<file path="config.mk">
export PLATFORM = sky130hd
export DESIGN_NAME = sd_cmd_controller
export DESIGN_NICKNAME = d
export VERILOG_FILES = /design/src/rtl/sd_cmd_controller.sv
export SDC_FILE = /design/constraint.sdc
export NUM_CORES = 1
export LEC_CHECK = 0
export CAP_MARGIN = 40
export CORE_ASPECT_RATIO = 1.5
export CORE_MARGIN = 2
export CORE_UTILIZATION = 43
export DETAILED_ROUTE_END_ITERATION = 8
export GPL_TIMING_DRIVEN = 0
export PLACE_DENSITY = 0.81
export RECOVER_POWER = 25
export SLEW_MARGIN = 0
export SYNTH_ARGS = -nofsm -noshare
export SYNTH_HDL_FRONTEND = slang
export SYNTH_SLANG_ARGS = --single-unit
</file>
<file path="constraint.sdc">
create_clock -name clock -period 3.1 [get_ports clock]
set_clock_uncertainty 0.2 [all_clocks]
set_input_delay 0.31 -clock clock [delete_from_list [all_inputs] [get_ports clock]]
set_output_delay 0.31 -clock clock [all_outputs]
set_load 0.05 [all_outputs]
</file>
<file path="src/rtl/sd_cmd_controller.sv">
// SD CMD-line sequencer: sends a 48-bit command frame with CRC7, turns the PAD
// around, hunts for the card start bit and captures a 48- or 136-bit response.
// Optional receive CRC7/end-bit checking is built when SD_RESP_CRC_CHECK_EN is defined.
module sd_cmd_controller #(
  parameter int TIMEOUT     = 64,
  parameter int TURN_CYCLES = 2
) (
  input  logic         clock,
  input  logic         reset,
  input  logic         cmd_start,
  input  logic [5:0]   cmd_index,
  input  logic [31:0]  cmd_arg,
  input  logic [1:0]   resp_type,
  output logic         busy,
  output logic         done,
  output logic         timeout_err,
  output logic         crc_err,
  output logic [135:0] resp_data,
  output logic         pad_enable,
  output logic         pad_oe,
  output logic         pad_dout,
  input  logic         pad_din
);

  localparam int MAXW = (TIMEOUT > TURN_CYCLES) ? TIMEOUT : TURN_CYCLES;
  localparam int WW   = $clog2(MAXW + 1);

  typedef enum logic [3:0] {
    IDLE, PREP, SEND, FLUSH, TURN, WAIT_START, RECV, CHECK, DONE
  } state_t;

  state_t         state_q, state_d;
  logic [39:0]    tx_shift;
  logic [6:0]     tx_crc;
  logic [7:0]     bit_cnt;
  logic [WW-1:0]  wait_cnt;
  logic [1:0]     type_q;
  logic           send_bit;
  logic [7:0]     rx_last;

  // One CRC7 (x^7 + x^3 + 1) step, data bit entering MSB first
  function automatic logic [6:0] crc7_step(input logic [6:0] c, input logic b);
    logic fb;
    fb = b ^ c[6];
    return {c[5:0], 1'b0} ^ (fb ? 7'h09 : 7'h00);
  endfunction

  // Frame bit on the line: header/argument, then the running CRC, then the end bit
  always_comb begin
    send_bit = 1'b1;
    if (bit_cnt >= 8'd8)
      send_bit = tx_shift[39];
    else if (bit_cnt != 8'd0)
      send_bit = tx_crc[bit_cnt[2:0] - 3'd1];
  end

  assign rx_last = (type_q == 2'b10) ? 8'd135 : 8'd47;

  // State register; an asynchronous reset abandons any transfer and releases the PAD
  always_ff @(posedge clock or negedge reset) begin
    if (!reset) state_q <= IDLE;
    else        state_q <= state_d;
  end

  // Next-state decode and PAD/handshake outputs decoded from the current state
  always_comb begin
    state_d    = state_q;
    busy       = 1'b1;
    done       = 1'b0;
    pad_enable = 1'b1;
    pad_oe     = 1'b0;
    pad_dout   = 1'b1;
    case (state_q)
      IDLE: begin
        busy       = 1'b0;
        pad_enable = 1'b0;
        if (cmd_start) state_d = PREP;
      end
      PREP: begin
        pad_oe  = 1'b1;
        state_d = SEND;
      end
      SEND: begin
        pad_oe   = 1'b1;
        pad_dout = send_bit;
        if (bit_cnt == 8'd0) state_d = FLUSH;
      end
      FLUSH: begin
        pad_oe  = 1'b1;
        state_d = (type_q == 2'b00) ? DONE : TURN;
      end
      TURN: begin
        if (wait_cnt == WW'(TURN_CYCLES - 1)) state_d = WAIT_START;
      end
      WAIT_START: begin
        if (!pad_din)                              state_d = RECV;
        else if (wait_cnt == WW'(TIMEOUT - 1))     state_d = DONE;
      end
      RECV: begin
        if (bit_cnt == rx_last) state_d = CHECK;
      end
      CHECK: state_d = DONE;
      DONE: begin
        done       = 1'b1;
        pad_enable = 1'b0;
        state_d    = IDLE;
      end
      default: state_d = IDLE;
    endcase
  end

  // Command latch, transmit shifter with on-the-fly CRC, turnaround/timeout counting and response capture
  always_ff @(posedge clock or negedge reset) begin
    if (!reset) begin
      tx_shift    <= '0;
      tx_crc      <= '0;
      bit_cnt     <= '0;
      wait_cnt    <= '0;
      type_q      <= '0;
      resp_data   <= '0;
      timeout_err <= 1'b0;
    end else begin
      case (state_q)
        IDLE: begin
          if (cmd_start) begin
            tx_shift    <= {2'b01, cmd_index, cmd_arg};
            tx_crc      <= '0;
            bit_cnt     <= 8'd47;
            type_q      <= resp_type;
            resp_data   <= '0;
            timeout_err <= 1'b0;
          end
        end
        SEND: begin
          if (bit_cnt >= 8'd8) begin
            tx_crc   <= crc7_step(tx_crc, tx_shift[39]);
            tx_shift <= {tx_shift[38:0], 1'b0};
          end
          if (bit_cnt != 8'd0) bit_cnt <= bit_cnt - 8'd1;
        end
        FLUSH: wait_cnt <= '0;
        TURN: begin
          if (wait_cnt == WW'(TURN_CYCLES - 1)) wait_cnt <= '0;
          else                                  wait_cnt <= wait_cnt + WW'(1);
        end
        WAIT_START: begin
          if (!pad_din) begin
            resp_data <= {resp_data[134:0], 1'b0};
            bit_cnt   <= 8'd1;
          end else begin
            wait_cnt <= wait_cnt + WW'(1);
            if (wait_cnt == WW'(TIMEOUT - 1)) timeout_err <= 1'b1;
          end
        end
        RECV: begin
          resp_data <= {resp_data[134:0], pad_din};
          bit_cnt   <= bit_cnt + 8'd1;
        end
        default: ;
      endcase
    end
  end

`ifdef SD_RESP_CRC_CHECK_EN
  logic crc_err_q;

  // CRC7 over the 40 leading response bits, recomputed in one pass for the check cycle
  function automatic logic [6:0] crc7_over40(input logic [39:0] bits);
    logic [6:0] c;
    c = '0;
    for (int i = 39; i >= 0; i--) c = crc7_step(c, bits[i]);
    return c;
  endfunction

  // Response CRC/end-bit verdict for CRC-protected 48-bit responses, held until the next command
  always_ff @(posedge clock or negedge reset) begin
    if (!reset)
      crc_err_q <= 1'b0;
    else if (state_q == IDLE && cmd_start)
      crc_err_q <= 1'b0;
    else if (state_q == CHECK && type_q == 2'b01)
      crc_err_q <= (crc7_over40(resp_data[47:8]) != resp_data[7:1]) || !resp_data[0];
  end

  assign crc_err = crc_err_q;
`else
  assign crc_err = 1'b0;
`endif

endmodule

</file>
==> impl_metrics.yaml <==
grt:
  grt_util_met2: 0.339
  grt.busiest_layer: "met2"
  use_met3: 0.0222
  grt_pass1_vias: 6495
  antenna_found_initial: 0
  grt_overflow_total: 0
  grt_use_met1: 0.232
  grt_max_degree: 117
  gr-usage-all-layers: 0.188
  grt_pass1_wl_um: 32700
cts:
  cts_tree: "done"
  cts.sinks: 205
  clk_latency_ns: 0.49
  root_buffer: "clkbuf_16"
  path_clk_slew_ns: 0.06
  cts_buffers: 21
  htreeDepth: 1
  clk_path_buf_depth: 3
final_layout:
  final_common_cell: "dfrtp_1"
  num_antenna_cells: 0
  stdcell_area_um2: 11700
  area_growth_pct: 35.2
  layout_common_cells: "203 x dfrtp_1, 183 x clkdlybuf4s50_1, 136 x a22o_1"
  final_layout_size_suffix_gt1_frac: 0.121
  nNetsFinal: 994
  fill_cells: 1578
sta:
  timing.final.ws_setup_ns: 0.101
  hold_violations: 0
  tightest_slew_ns: 2.09
  max_freq_mhz: 333
  whs_ns: 0.237
  rsz0062_at_grt: "false"
  fin_crit_ns: 3.00
  slew_violations: 90
  slew_headroom: -0.392
  setup_viol: 0
  fin_crit_sh: 0.967
hold_path:
  min_from: "resp_type[1]"
  hold_class: "primary input to flop"
  whs_endpoint: "type_q[1]"
  hold_depth: 2
die:
  die_area_um2: 21300
  initial_utilization: 0.438
  rows: 63
  design.core.area_um2: 19800
  ios: 187
  die_h_um: 178
  dieWidth_um: 120
detailed_routing:
  drtPass1Iterations: 5
  first_iter_violations: 365
  detail-route-antenna-nets: 0
  drcViolationCount: 0
  viasPerCell: 5.45
  wl_per_cell_um: 16.8
  vias: 6601
  drt-total-wl_um: 20300
worst_setup_path:
  cp-start-kind: "flop"
  timing_worst_setup_path_type: "flop to flop"
  r2r_slack_ns: 0.10
  cp-end-kind: "flop"
  r2r_end: "bit_cnt[6]"
  cp_max_fo: 8
  cp_data_required_time_ns: 3.28
  rr_startpoint: "state_q[0]"
  ff2ff_path_depth: 11
  critPathArrivalTime_ns: 3.17
place:
  place_hpwl_um: 14300
  dpl_cell_area_um2: 10900
  gp_congestion: 0.808
  place_ws_ns: 0.0451
  io_buffers: 185
synthesis:
  ys_seq_area_frac: 0.592
  yosysWarnings: 0
  ys.flop_type: "dfrtp_1"
  syn_area_per_cell_um2: 12.1
  synth_cells: 716
  synth_cell_types: 62
  async_flop_share: 1.00
  syn_nets: 773
  synth_edf_count: 0
  syn-cell-area_um2: 8660
  ys_ff_latch: 205
status:
  violations: "max-capacitance violations, max-slew violations"
  status: "complete, but fails checks"
pwr:
  leakage_nw: 5.53
  power.total_mw: 5.20
  ir_worst_vdd_mv: 0.444
  power.density_nw_per_um2: 444
flow_run:
  drv_cap: 1
repair_timing:
action,4_1_cts,5_1_grt
cloned,0,0
setup endpoints to repair,1,2
pin swaps,0,6
hold buffers,1,0
setup buffers,0,11
resized for setup,4,22
endpoints found under the hold margin,89,0
final cells by class:
| cell class | count | area [um^2] | area share |
|---|---|---|---|
| flip-flops and latches | 205 | 5130 | 0.438 |
| multi-input cells | 445 | 3320 | 0.283 |
| repair buffers | 198 | 1970 | 0.168 |
| clock buffers | 26 | 564 | 0.0482 |
| well taps | 260 | 325 | 0.0278 |
| plain buffers | 53 | 269 | 0.0230 |
| clock inverters | 11 | 82.6 | 0.00705 |
| inverters | 13 | 52.6 | 0.00449 |
sequential cells by signal (all words and copies together) (netlist names):
name	flops
wait_cnt	7
resp_data	136
tx_shift	40
state_q	4
timeout_err	1
type_q	2
tx_crc	7
bit_cnt	8
synth_stat cells, drive strengths merged, types with 2 or more instances:
library cell / instances / area (um^2)
a211o: 2 / 17.5
a21o: 4 / 30.0
a21oi: 11 / 55.1
a22o: 136 / 1190
a31oi: 2 / 12.5
and3: 2 / 12.5
buf: 46 / 236
clkbuf: 7 / 26.3
dfrtp: 205 / 5130
ha: 12 / 150
inv: 13 / 48.8
mux2: 5 / 56.3
mux2i: 42 / 420
nand2: 71 / 269
nand2b: 6 / 37.5
nand3: 3 / 15.0
nand3b: 4 / 30.0
nor2: 19 / 73.8
nor2b: 8 / 50.1
nor3: 6 / 30.0
nor4: 3 / 18.8
nor4b: 4 / 35.0
o21ai: 60 / 304
o31ai: 5 / 42.5
or3b: 2 / 17.5
or4: 2 / 15.0
or4b: 2 / 20.0
xnor2: 8 / 70.1
xor2: 2 / 17.5
per-layer routing:
| layer | up-vias | routed length (um) |
|---|---|---|
| met1 | 3283 | 8200 |
| met4 | 0 | 580 |
| met5 | - | 0 |
| met3 | 48 | 787 |
| li1 | 3097 | - |
| met2 | 173 | 10800 |
worst max-delay path by stage:
stage          startpoint       endpoint  slack, ns  cells past startpoint
4_1_cts        state_q[0]     bit_cnt[7]       0.02                      9
3_5_place_dp   state_q[0]     bit_cnt[7]       0.05                      9
6_report       state_q[0]     bit_cnt[6]       0.10                     11
2_1_floorplan  state_q[0]     bit_cnt[7]       0.32                      9
3_3_place_gp        reset  resp_data[10]      -6.72                      1
5_1_grt        bit_cnt[0]       pad_dout      0.003                      8
where the power goes:
part	leakage (nW)	switching (mW)	internal [mW]
sequential	2.81	0.00610	2.68
combinational	2.40	0.0769	0.0671
clock	0.308	1.05	1.31
total	5.53	1.13	4.06
cell families (layout without fill, tap and decap cells):
group                    after synthesis  count (layout)  synth area share
AO/OA/AOI/OAI                        235             235             0.206
flip-flops                           205             205             0.592
AND/OR/NAND/NOR                      138             138            0.0776
buffers and inverters                 66             301            0.0360
multiplexers                          48              48            0.0576
adder cells (fa/ha/maj)               13              13            0.0196
XOR/XNOR                              10              10            0.0101
other                                  1               1          0.000433
through the flow:
step / util / setup TNS, ns / cells
final: 0.592 / 0 / 1211
after detailed placement: 0.549 / 0 / 1162
after global routing: 0.592 / 0 / 1211
after floorplan: - / 0 / 716
after global placement: 0.548 / -1372.40 / 1161
after CTS: 0.583 / 0 / 1200
worst max-delay path: stages (launching register included):
cell	delay, ns
dfrtp_1	0.43
buf_6	0.16
and4bb_2	0.35
clkinvlp_4	0.13
buf_6	0.14
buf_4	0.13
fa_2	0.39
a21o_1	0.18
a21oi_2	0.16
nor4_1	0.07
a211o_1	0.29
mux2_2	0.26
No activity file was read; power rests on OpenSTA's default activity.
